### config.mk
export PLATFORM = sky130hd
export DESIGN_NAME = tdm_demux_flat
export DESIGN_NICKNAME = d
export VERILOG_FILES = /design/src/rtl/tdm_pkg.sv /design/src/rtl/tdm_demux_if.sv /design/src/rtl/tdm_slot_sipo.sv /design/src/rtl/tdm_demux.sv /design/src/flat_wrapper.sv
export SDC_FILE = /design/constraint.sdc
export NUM_CORES = 1
export LEC_CHECK = 0
export ABC_AREA = 0
export CORE_MARGIN = 3
export CORE_UTILIZATION = 51
export CTS_BUF_LIST = sky130_fd_sc_hd__clkbuf_8
export DETAILED_ROUTE_END_ITERATION = 10
export PLACE_DENSITY = 0.82
export SYNTH_ARGS = -nofsm -noshare
export SYNTH_HDL_FRONTEND = slang
export SYNTH_SLANG_ARGS = --single-unit
### constraint.sdc
create_clock -name clk -period 2.8 [get_ports clk]
set_input_delay 0.28 -clock clk [delete_from_list [all_inputs] [get_ports clk]]
set_output_delay 0.28 -clock clk [all_outputs]
set_load 0.1 [all_outputs]
### src/rtl/tdm_pkg.sv
// Shared types and slot-length helper for the TDM demultiplexer.
// Build option: TDM_DEMUX_PARITY_EN appends an even-parity bit to every slot.
package tdm_pkg;

  typedef enum logic [0:0] {
    HUNT = 1'b0,
    RUN  = 1'b1
  } tdm_state_e;

`ifdef TDM_DEMUX_PARITY_EN
  localparam bit PAR_EN = 1'b1;
`else
  localparam bit PAR_EN = 1'b0;
`endif

  // Bits per slot on the wire: data bits plus the optional parity bit.
  function automatic int unsigned slot_len(input int unsigned w);
    return PAR_EN ? w + 1 : w;
  endfunction

endpackage

### src/rtl/tdm_demux_if.sv
// Serial TDM input and demultiplexed frame output bundle.
interface tdm_demux_if #(
  parameter int unsigned N = 4,
  parameter int unsigned W = 8
);
  logic                   din;
  logic                   din_vld;
  logic                   fsync;
  logic [N*W-1:0]         dout;
  logic                   dout_vld;
  logic [$clog2(N)-1:0]   ch_o;
  logic                   locked;
  logic                   sync_err;
  logic [N-1:0]           par_err;

  modport master (
    output din, din_vld, fsync,
    input  dout, dout_vld, ch_o, locked, sync_err, par_err
  );

  modport slave (
    input  din, din_vld, fsync,
    output dout, dout_vld, ch_o, locked, sync_err, par_err
  );
endinterface

### src/rtl/tdm_slot_sipo.sv
// Slot deserializer: shift register, bit counter, slot-done strobe, parity check.
// With TDM_DEMUX_PARITY_EN the last bit of a slot is its even-parity bit.
module tdm_slot_sipo
  import tdm_pkg::*;
#(
  parameter int unsigned W = 8
) (
  input  logic         clk,
  input  logic         rst,
  input  logic         shift,
  input  logic         start,
  input  logic         abort,
  input  logic         din,
  output logic         first_c,
  output logic         done_c,
  output logic [W-1:0] data_c,
  output logic         perr_c
);

  localparam int unsigned S   = slot_len(W);
  localparam int unsigned CW  = $clog2(S);
  // The final data bit arrives live on din when there is no parity bit.
  localparam int unsigned SRW = PAR_EN ? W : W - 1;

  logic [CW-1:0]  cnt;
  logic [SRW-1:0] sr;

  assign first_c = (cnt == '0);
  assign done_c  = shift && (cnt == CW'(S - 1));

`ifdef TDM_DEMUX_PARITY_EN
  assign data_c = sr;
  assign perr_c = ^{sr, din};
`else
  assign data_c = {sr, din};
  assign perr_c = 1'b0;
`endif

  always_ff @(posedge clk) begin
    if (rst) begin
      cnt <= '0;
      sr  <= '0;
    end else if (abort) begin
      cnt <= '0;
    end else if (start) begin
      cnt <= CW'(1);
      sr  <= SRW'(din);
    end else if (shift) begin
      cnt <= done_c ? '0 : cnt + CW'(1);
      sr  <= SRW'({sr, din});
    end
  end

endmodule

### src/rtl/tdm_demux.sv
// TDM frame demultiplexer: framing FSM, channel counter and frame buffers.
// Build option: TDM_DEMUX_PARITY_EN enables per-slot parity and par_err.
module tdm_demux
  import tdm_pkg::*;
#(
  parameter int unsigned N = 4,
  parameter int unsigned W = 8
) (
  input logic        clk,
  input logic        rst,
  tdm_demux_if.slave bus
);

  localparam int unsigned CHW = $clog2(N);
  localparam int unsigned FW  = N * W;

  tdm_state_e     state, state_nxt;
  logic [CHW-1:0] ch_q;
  logic [FW-1:0]  work_q, dout_q, frame_nxt_c;
  logic           dout_vld_q, sync_err_q;
  logic           sh_c, start_c, abort_c, serr_c;
  logic           first_c, done_c, perr_c;
  logic [W-1:0]   data_c;
  logic           frame_first_c, last_ch_c;

  tdm_slot_sipo #(.W(W)) u_sipo (
    .clk     (clk),
    .rst     (rst),
    .shift   (sh_c),
    .start   (start_c),
    .abort   (abort_c),
    .din     (bus.din),
    .first_c (first_c),
    .done_c  (done_c),
    .data_c  (data_c),
    .perr_c  (perr_c)
  );

  assign frame_first_c = first_c && (ch_q == '0);
  assign last_ch_c     = (ch_q == CHW'(N - 1));

  always_ff @(posedge clk) begin
    if (rst) state <= HUNT;
    else     state <= state_nxt;
  end

  // A mid-frame fsync restarts the frame; a missing fsync on bit 0 drops lock.
  always_comb begin
    state_nxt = state;
    sh_c      = 1'b0;
    start_c   = 1'b0;
    abort_c   = 1'b0;
    serr_c    = 1'b0;
    case (state)
      HUNT: begin
        if (bus.din_vld && bus.fsync) begin
          start_c   = 1'b1;
          state_nxt = RUN;
        end
      end
      RUN: begin
        if (bus.din_vld) begin
          if (bus.fsync && !frame_first_c) begin
            serr_c  = 1'b1;
            start_c = 1'b1;
          end else if (!bus.fsync && frame_first_c) begin
            serr_c    = 1'b1;
            abort_c   = 1'b1;
            state_nxt = HUNT;
          end else begin
            sh_c = 1'b1;
          end
        end
      end
      default: state_nxt = HUNT;
    endcase
  end

  always_comb begin
    frame_nxt_c = work_q;
    frame_nxt_c[32'(ch_q) * W +: W] = data_c;
  end

  always_ff @(posedge clk) begin
    if (rst) begin
      ch_q       <= '0;
      work_q     <= '0;
      dout_q     <= '0;
      dout_vld_q <= 1'b0;
      sync_err_q <= 1'b0;
    end else begin
      dout_vld_q <= 1'b0;
      sync_err_q <= serr_c;
      if (start_c) begin
        ch_q   <= '0;
        work_q <= '0;
      end else if (done_c) begin
        work_q <= frame_nxt_c;
        ch_q   <= last_ch_c ? '0 : ch_q + CHW'(1);
        if (last_ch_c) begin
          dout_q     <= frame_nxt_c;
          dout_vld_q <= 1'b1;
        end
      end
    end
  end

`ifdef TDM_DEMUX_PARITY_EN
  logic [N-1:0] wpar_q, par_q, par_nxt_c;

  always_comb begin
    par_nxt_c       = wpar_q;
    par_nxt_c[ch_q] = perr_c;
  end

  always_ff @(posedge clk) begin
    if (rst) begin
      wpar_q <= '0;
      par_q  <= '0;
    end else if (start_c) begin
      wpar_q <= '0;
    end else if (done_c) begin
      wpar_q <= par_nxt_c;
      if (last_ch_c) par_q <= par_nxt_c;
    end
  end

  assign bus.par_err = par_q;
`else
  logic unused_perr;
  assign unused_perr = perr_c;
  assign bus.par_err = '0;
`endif

  assign bus.dout     = dout_q;
  assign bus.dout_vld = dout_vld_q;
  assign bus.ch_o     = ch_q;
  assign bus.locked   = (state == RUN);
  assign bus.sync_err = sync_err_q;

endmodule

### src/flat_wrapper.sv
// flat-port wrapper written by rule: the top's interface ports become plain ports
module tdm_demux_flat import tdm_pkg::*;
#(
  parameter int unsigned N = 4,
  parameter int unsigned W = 8
)
  (clk, rst, bus_din, bus_din_vld, bus_fsync, bus_dout, bus_dout_vld, bus_ch_o, bus_locked, bus_sync_err, bus_par_err);
  tdm_demux_if #(.N(N), .W(W)) bus_i ();
  input logic clk;
  input logic rst;
  input wire logic [$bits(bus_i.din)-1:0] bus_din;
  input wire logic [$bits(bus_i.din_vld)-1:0] bus_din_vld;
  input wire logic [$bits(bus_i.fsync)-1:0] bus_fsync;
  output wire logic [$bits(bus_i.dout)-1:0] bus_dout;
  output wire logic [$bits(bus_i.dout_vld)-1:0] bus_dout_vld;
  output wire logic [$bits(bus_i.ch_o)-1:0] bus_ch_o;
  output wire logic [$bits(bus_i.locked)-1:0] bus_locked;
  output wire logic [$bits(bus_i.sync_err)-1:0] bus_sync_err;
  output wire logic [$bits(bus_i.par_err)-1:0] bus_par_err;
  assign bus_i.din = bus_din;
  assign bus_i.din_vld = bus_din_vld;
  assign bus_i.fsync = bus_fsync;
  assign bus_dout = bus_i.dout;
  assign bus_dout_vld = bus_i.dout_vld;
  assign bus_ch_o = bus_i.ch_o;
  assign bus_locked = bus_i.locked;
  assign bus_sync_err = bus_i.sync_err;
  assign bus_par_err = bus_i.par_err;
  tdm_demux #(.N(N), .W(W)) u_core (.clk(clk), .rst(rst), .bus(bus_i));
endmodule
### Word-level counts from Yosys, hierarchy flattened

Cells that the tools add are included.

| operators by class | value |
|---|---|
| add/sub/neg operators | 3 |
| equality and inequality tests | 2 |
| shift operators | 2 |
| muxes and demuxes | 24 |
| bitwise operators | 5 |
| reductions and logical operators | 17 |

Operator list:

| cell | count |
|---|---|
| negator 5 -> 34 bit | 1 |
| variable shift 8 x 34 -> 32 bit, first input constant | 1 |
| variable part select 8 x 34 -> 32 bit | 1 |
| bitwise mux 32 bit | 1 |
| two-way mux 1 bit | 17 |
| two-way mux 7 bit | 2 |
| OR reduction 3 bit | 3 |
| logical AND 1 bit | 5 |
| inverter 1 bit | 5 |
| case mux 1 bit (2 select lines) | 2 |
| OR reduction 2 bit | 2 |
| adder 3 x 1 -> 3 bit, second input constant | 1 |
| == test 3 bit, second input constant | 1 |
| zero test 3 bit | 1 |
| two-way mux 3 bit | 1 |
| AND reduction 3 bit | 1 |
| adder 2 x 1 -> 2 bit, second input constant | 1 |
| == test 2 bit, second input constant | 1 |
| zero test 1 bit | 2 |
| zero test 2 bit | 1 |
| two-way mux 2 bit | 1 |
| AND reduction 2 bit | 1 |
| nonzero test 2 bit | 1 |

| storage, ports and cells | value |
|---|---|
| register bits | 79 |
| input bits | 5 |
| output and inout port bits | 41 |
| logic and storage cells | 62 |

### Logic depth before layout (Yosys ltp)

Gate-level depths: netlist of run 1.

| logic depth | value |
|---|---|
| word-level depth | 11 |
| gate-level depth with buffers | 13 |
| depth with buffers taken out | 10 |

### Cells and area by module

Synthesis of run 1 repeated with hierarchy kept, for this count alone.

| second synthesis, totals | value |
|---|---|
| cell total of the unflattened synthesis | 456 |
| area total of the unflattened synthesis | 4081.4 um2 |

Modules (own cells, without submodules):

| module | instances | cells an instance | area each (um2) | seq. area each (um2) |
|---|---|---|---|---|
| tdm_demux | 1 | 407 | 3585.9 | 1381.3 |
| tdm_slot_sipo | 1 | 49 | 495.5 | 200.2 |

### Least setup slack after synthesis of run 1

Ideal clock, no wire load.

| timing path | value |
|---|---|
| kind | reg-to-reg |
| start point | register u_core.ch_q[0], in the netlist u_core.bus.ch_o[0] |
| end point | register u_core.dout_q[11], in the netlist u_core.bus.dout[11] |
| library setup time | 81 ps |
| arrival | 3349 ps |
| required time | 2719 ps |
| slack | -631 ps |
| cell stages (with the launch flop) | 13 |
| path buffers | 2 |
| clock period less this slack | 3431 ps |
| path through | dfxtp_1 inv_1 ha_1 clkbuf_1 nand2_1 or2_2 inv_1 ha_1 nand4_2 a211oi_4 buf_6 nor2_1 a211oi_2 |

| between the ends | value |
|---|---|
| longest elaborated chain between the ends | 9 |
| elaborated cells between the ends (all ways) | 20 |
| those cells by class | add/sub (1); eq/ne (1); shift (2); mux (8); bitwise (1); reduce/logical (7) |

RTL lines:

| item | RTL line | text |
|---|---|---|
| start: declaration | tdm_demux.sv:18 | `logic [CHW-1:0] ch_q;` |
| start signal: assignment | tdm_demux.sv:99 | `ch_q <= last_ch_c ? '0 : ch_q + CHW'(1);` |
| parallel branches: the longest is 9 deep, another holds negator 5 -> 34 bit | n/a |  |
| end signal: assignment | tdm_demux.sv:101 | `dout_q <= frame_nxt_c;` |
| end: declaration | tdm_demux.sv:19 | `logic [FW-1:0] work_q, dout_q, frame_nxt_c;` |

Several ways; the timed one is not identified.
A chain may end at the register's enable or synchronous reset.

### Final worst setup path of run 1

| timing path | value |
|---|---|
| start point | register u_core.ch_q[0], in the netlist u_core.bus.ch_o[0] |
| end point | register u_core.dout_q[25], in the netlist u_core.bus.dout[25] |

The elaborated chain is that of the path after synthesis.

==> results.sh, run 1 <==
export IMPL_status="completed"
export IMPL_slew_headroom_pct=61.26
export IMPL_tritoncts="done"
export IMPL_crit_required_ps=3060
export IMPL_syn_cell_area_sq_um=3543
export IMPL_r2r_setup_slack_ps=200
export IMPL_max_freq_ghz=0.3841
export IMPL_core_sq_um=6531
export IMPL_path_clk_slew_ps=80
export IMPL_port_buffers=41
export IMPL_clock_skew_ps=6.192
export IMPL_end_kind="flip-flop"
export IMPL_synth_top_area_cell="dfxtp_1"
export IMPL_ys_types=32
export IMPL_cp_arrival_ps=2860
export IMPL_ys_warn_count=0
export IMPL_antenna_left=0
export IMPL_grt_antenna_before_repair=0
export IMPL_place_congestion=0.8276
export IMPL_hold_viol_final=0
export IMPL_dpl_hpwl_um=5208
export IMPL_setup_viol=0
export IMPL_antenna_cells=0
export IMPL_critPathLaunch="u_core.bus.ch_o[0]$_SDFFE_PP0P_"
export IMPL_tns_ps=0
export IMPL_drtIter0Drc=213
export IMPL_slew_viol_final=0
export IMPL_grt_pass1_vias=2580
export IMPL_synth_commonest_cells="dfxtp_1 (79), nor2_1 (69), a211oi_1 (37), a31oi_1 (32), nor2b_1 (32)"
export IMPL_rows=29
export IMPL_grt_pass1_wl_um=12750
export IMPL_power_density_nw_per_um2=525.2
export IMPL_dieArea_sq_um=7984
export IMPL_synth_seq_area_share_pct=44.63
export IMPL_htreeDepth=3
export IMPL_synth_area_leaders="dfxtp_1 (45%), a211oi_2 (9.9%), a211oi_1 (7.8%), nor2_1 (7.3%), a31oi_1 (5.6%)"
export IMPL_hp_class="input pin to flip-flop"
export IMPL_clock_sinks=79
export IMPL_post_cts_setup_buffers=0
export IMPL_ios=46
export IMPL_cts_resized=0
export IMPL_period_needed_ps=2603
export IMPL_placed_cell_area_sq_um=3895
export IMPL_avgSynthCellArea_sq_um=9.252
export IMPL_route_detailed_drc=0
export IMPL_critPathKind="flip-flop to flip-flop"
export IMPL_synth_top_area_share_pct=44.63
export IMPL_wl_per_cell_um=15.72
export IMPL_rr_endpoint="u_core.bus.dout[25]$_SDFFE_PP0P_"
export IMPL_synth_most_common_cell="dfxtp_1"
export IMPL_grt_total_usage_pct=20.52
export IMPL_cts_root_buffer="clkbuf_8"
export IMPL_grt_ovfl_total=0
export IMPL_grt_max_degree=37
export IMPL_critical_path_startpoint_type="flip-flop"
export IMPL_firstDrtPassIters=6
export IMPL_start_util_pct=54.25
export IMPL_synth_edf_count=0
export IMPL_postSynthCellCount=383
export IMPL_drive_gt1_share_pct=23.75
export IMPL_cts_max_path_buffers=2
export IMPL_design_area_sq_um=4105
export IMPL_fin_util_pct=62.85
export IMPL_ys_async_sr_fraction_pct=0
export IMPL_finalPower_mw=2.156
export IMPL_ff2ff_path_depth=10
export IMPL_nets=432
export IMPL_die_y_um=89.36
export IMPL_cap_viol_max_count=0
export IMPL_r2r_start="u_core.bus.ch_o[0]$_SDFFE_PP0P_"
export IMPL_critPathCapture="u_core.bus.dout[25]$_SDFFE_PP0P_"
export IMPL_worstSkewPairLatency_ps=330
export IMPL_rsz0062_at_grt="no"
export IMPL_vias_per_cell=5.825
export IMPL_n_fill_cell=534
export IMPL_peakVddDrop_mv=0.3220
export IMPL_cts_buffers=9
export IMPL_ctsHoldBuffers=0
export IMPL_die_x_um=89.36
export IMPL_worst_pin_slew_ps=579.0
export IMPL_vias=2901
export IMPL_ys_flop_type="dfxtp_1"
export IMPL_synth_seq_cells=79
export IMPL_fin_crit_sh_pct=92.98
export IMPL_synthToLayoutAreaGrowth_pct=15.85
export IMPL_leakage_nw=1.435
export IMPL_wirelength_um=7831
export IMPL_worstPathMaxFanout=28
-- per-stage QoR --
stage	hold WS, ps	std cells	worst slack (ps)
2_1_floorplan	427.7	386	6.797
3_3_place_gp	480.3	483	325.9
3_5_place_dp	486.4	483	198.8
4_1_cts	384.3	498	184.8
5_1_grt	400.7	498	37.93
6_report	400.1	498	196.6
-- kinds of logic after synthesis --
logic type,Yosys count,share of synthesized area [%]
mux,2,0.7061
other cells,1,0.1058
simple gates,131,17.94
fa+ha+maj,10,3.531
flops,79,44.63
buf+inv,41,6.003
compound gates,119,27.08
-- sequential cells by signal, summed over array words and instances, names as in the netlist --
register,cells
u_core.bus.ch_o,2
u_core.bus.dout,32
u_core.bus.dout_vld,1
u_core.bus.locked,1
u_core.bus.sync_err,1
u_core.u_sipo.cnt,3
u_core.u_sipo.sr,7
u_core.work_q,32
-- power breakdown --
part	leakage (nW)	internal (mW)	switching [mW]	total (mW)
clock	0.105	0.496	0.412	0.908
combinational	0.691	0.0269	0.0906	0.118
sequential	0.638	1.12	0.00673	1.13
total	1.43	1.65	0.509	2.16
-- per-layer routing --
metal  wire, um  track usage [%]  up-vias
met1       3700            28.60     1368
met4         59            4.330        0
met2       3586            32.42       87
met3        485            5.069        6
li1           -                -     1440
met5          0                0        -
-- area by class of cell --
class	count	area, sq um	share of cell area [%]
Multi-Input combinational cell	266	1768	43.07
Sequential cell	79	1589	38.71
Timing Repair Buffer	52	407.9	9.936
Clock buffer	9	123.9	3.017
Tap cell	77	96.34	2.347
Clock inverter	6	86.33	2.103
Inverter	9	33.78	0.8229
-- how the worst min path moves through the flow --
stage          slack [ps]  cells past startpoint                           start                               end
2_1_floorplan         430                      2                         bus_din  u_core.u_sipo.sr[0]$_SDFFE_PP0P_
3_3_place_gp          480                      2  u_core.work_q[18]$_SDFFE_PP0P_    u_core.work_q[18]$_SDFFE_PP0P_
3_5_place_dp          490                      2  u_core.work_q[29]$_SDFFE_PP0P_    u_core.work_q[29]$_SDFFE_PP0P_
4_1_cts               380                      2                             rst  u_core.bus.dout[28]$_SDFFE_PP0P_
5_1_grt               400                      2                             rst  u_core.bus.dout[30]$_SDFFE_PP0P_
6_report              400                      2                             rst  u_core.bus.dout[30]$_SDFFE_PP0P_
-- placed cells by master (no fill, tap or decap), types with 7 or more instances in the layout --
cell	n
dfxtp_1	77
nor2_1	68
buf_4	47
a211oi_1	37
nor2b_1	32
a31oi_1	32
a211oi_2	28
a21oi_1	11
ha_1	10
inv_1	9
clkbuf_8	9
nor3_1	7
o21ai_0	7
-- critical path: stages (launching register included) --
cell and delay [ps]:
dfxtp_4 380, inv_1 140, ha_1 200, nand2_1 50, or2_2 290, ha_1 210, mux2_4 280, a211oi_4 300
buf_4 370, nor2_1 90, a211oi_2 200
(Power assumes the default switching activity.)
==> inputs of run 2 (changes only) <==
Settings changed: CTS_CLUSTER_DIAMETER from default to 80.
==> results of run 2 <==
Same layout as run 1: the final DEF is identical, and so are final timing and power.
==> inputs of run 3 (changes only) <==
Settings changed: MAX_ROUTING_LAYER from default to met4.
==> run 3 against run 2 <==
Against the previous run: hold slack lost 4.8 ps; fmax is essentially flat; routed wire length hardly changed; critical path depth is the same; worst setup slack improved by 1.2 ps; first-iteration DRC count shrank 5.2%; flip-flop and latch count did not move; cell count stayed put; clock skew up 1.1 ps; core utilization stayed put; sequential power is essentially flat; critical endpoint is now u_core.bus.dout[16]$_SDFFE_PP0P_.
==> results.sh, run 3 (synthesis gave the netlist of run 1 again) <==
export IMPL_vias_per_cell=5.775
export IMPL_internal_power_mw=1.647
export IMPL_drive_gt1_share_pct=23.75
export IMPL_critical_path_startpoint_type="flip-flop"
export IMPL_crit_buf_inv=2
export IMPL_hold_depth=2
export IMPL_grt_ovfl_total=0
export IMPL_power_frac_comb_pct=5.5
export IMPL_hold_viol_final=0
export IMPL_power_density_nw_per_um2=524.5
export IMPL_tritoncts="done"
export IMPL_wl_per_cell_um=15.73
export IMPL_grt_antenna_before_repair=0
export IMPL_max_freq_ghz=0.3843
export IMPL_cts_max_path_buffers=2
export IMPL_rsz0062_at_grt="no"
export IMPL_core_sq_um=6531
export IMPL_finalPower_mw=2.153
export IMPL_port_buffers=41
export IMPL_grt_total_usage_pct=21.17
export IMPL_setup_viol=0
export IMPL_grt_max_degree=37
export IMPL_seqPwrFrac_pct=52.5
export IMPL_nets=432
export IMPL_max_stage_delay_ps=380
export IMPL_post_cts_setup_buffers=0
export IMPL_antenna_cells=0
export IMPL_route_detailed_drc=0
export IMPL_cp_arrival_ps=2860
export IMPL_rows=29
export IMPL_crit_required_ps=3060
export IMPL_period_needed_ps=2602
export IMPL_path_cells="inv_1, ha_1, nand2_1, or2_2, ha_1, mux2_4, a211oi_4, buf_4, nor2_1, a211oi_2"
export IMPL_path_depth=10
export IMPL_path_clk_slew_ps=80
export IMPL_clock_skew_ps=7.271
export IMPL_worst_pin_slew_ps=563.5
export IMPL_cts_buffers=9
export IMPL_tns_ps=0
export IMPL_dp_slack_ps=198.8
export IMPL_end_kind="flip-flop"
export IMPL_clock_sinks=79
export IMPL_grt_pass1_vias=2578
export IMPL_fin_crit_sh_pct=92.94
export IMPL_antenna_left=0
export IMPL_leakage_nw=1.435
export IMPL_cp_top_family="buffers and inverters"
export IMPL_grt_pass1_wl_um=12790
export IMPL_status="completed"
export IMPL_vias=2876
export IMPL_hp_class="input pin to flip-flop"
export IMPL_final_cell_mix="dfxtp_1 (77), nor2_1 (68), buf_4 (47)"
export IMPL_worstSkewPairLatency_ps=330
export IMPL_peakVddDrop_mv=0.3216
export IMPL_cpMostUsedCell="ha_1"
export IMPL_worstPathMaxFanout=28
export IMPL_place_congestion=0.8402
export IMPL_slew_viol_final=0
export IMPL_ff2ff_path_depth=10
export IMPL_firstDrtPassIters=4
export IMPL_cts_resized=0
export IMPL_slowest_stage="dfxtp_4"
export IMPL_p_switching_mw=0.5065
export IMPL_start_util_pct=54.25
export IMPL_wirelength_um=7834
export IMPL_die_y_um=89.36
export IMPL_ctsHoldBuffers=0
export IMPL_final_common_cell="dfxtp_1"
export IMPL_slew_headroom_pct=62.44
export IMPL_dieArea_sq_um=7984
export IMPL_critPathKind="flip-flop to flip-flop"
export IMPL_drtIter0Drc=202
export IMPL_p_clk_share_pct=42.0
export IMPL_ios=46
export IMPL_setup_slack_ps=197.8
export IMPL_cap_viol_max_count=0
export IMPL_die_x_um=89.36
export IMPL_cts_root_buffer="clkbuf_8"
export IMPL_p_sw_share_pct=23.52
export IMPL_synthToLayoutAreaGrowth_pct=15.85
export IMPL_htreeDepth=3
export IMPL_dpl_hpwl_um=5208
run 3: cell counts in the layout (fill, tap and decap cells not counted):
Identical to the previous run, type by type.
run 3: per-stage QoR:
step                      std cells  hold slack [ps]  util, %  cell area, sq um
after global placement          483            480.3    59.64              3895
final                           498            395.3    62.85              4105
after CTS                       498            384.3    62.85              4105
after detailed placement        483            486.4    59.64              3895
after global routing            498            400.7    62.85              4105
after floorplan                 386            427.7        -              3562
run 3: cell type report:
cell class                 count  area (sq um)
fill                         534          2426
multi-input combinational    266          1768
sequential                    79          1589
timing repair buffer          52         407.9
clock buffer                   9         123.9
tap                           77         96.34
clock inverter                 6         86.33
inverter                       9         33.78
run 3: routing by layer:
layer,global-route usage (%),part of all wire (%),up-vias
li1,-,-,1437
met1,28.77,48,1356
met2,32.42,46,78
met3,4.885,4.9,5
met4,4.330,0.52,0
met5,-,0,-
run 3: power groups by stage:
| stage | logic (mW) | registers (mW) | clock network [mW] |
|---|---|---|---|
| after detailed placement | 0.116 | 1.16 | 0 |
| after floorplan | 0.0850 | 1.16 | 0 |
| after CTS | 0.117 | 1.13 | 0.923 |
| final | 0.117 | 1.13 | 0.905 |
| after global placement | 0.114 | 1.16 | 0 |
| after global routing | 0.125 | 1.13 | 0.964 |
run 3: path summary, 6_finish.rpt:
path | from | slack [ps] | end
hold / removal | rst | 400 | u_core.bus.dout[30]$_SDFFE_PP0P_
setup reg to reg | u_core.bus.ch_o[0]$_SDFFE_PP0P_ | 200 | u_core.bus.dout[16]$_SDFFE_PP0P_
hold reg to reg | u_core.work_q[18]$_SDFFE_PP0P_ | 500 | u_core.work_q[18]$_SDFFE_PP0P_
setup / recovery | u_core.bus.ch_o[0]$_SDFFE_PP0P_ | 200 | u_core.bus.dout[16]$_SDFFE_PP0P_
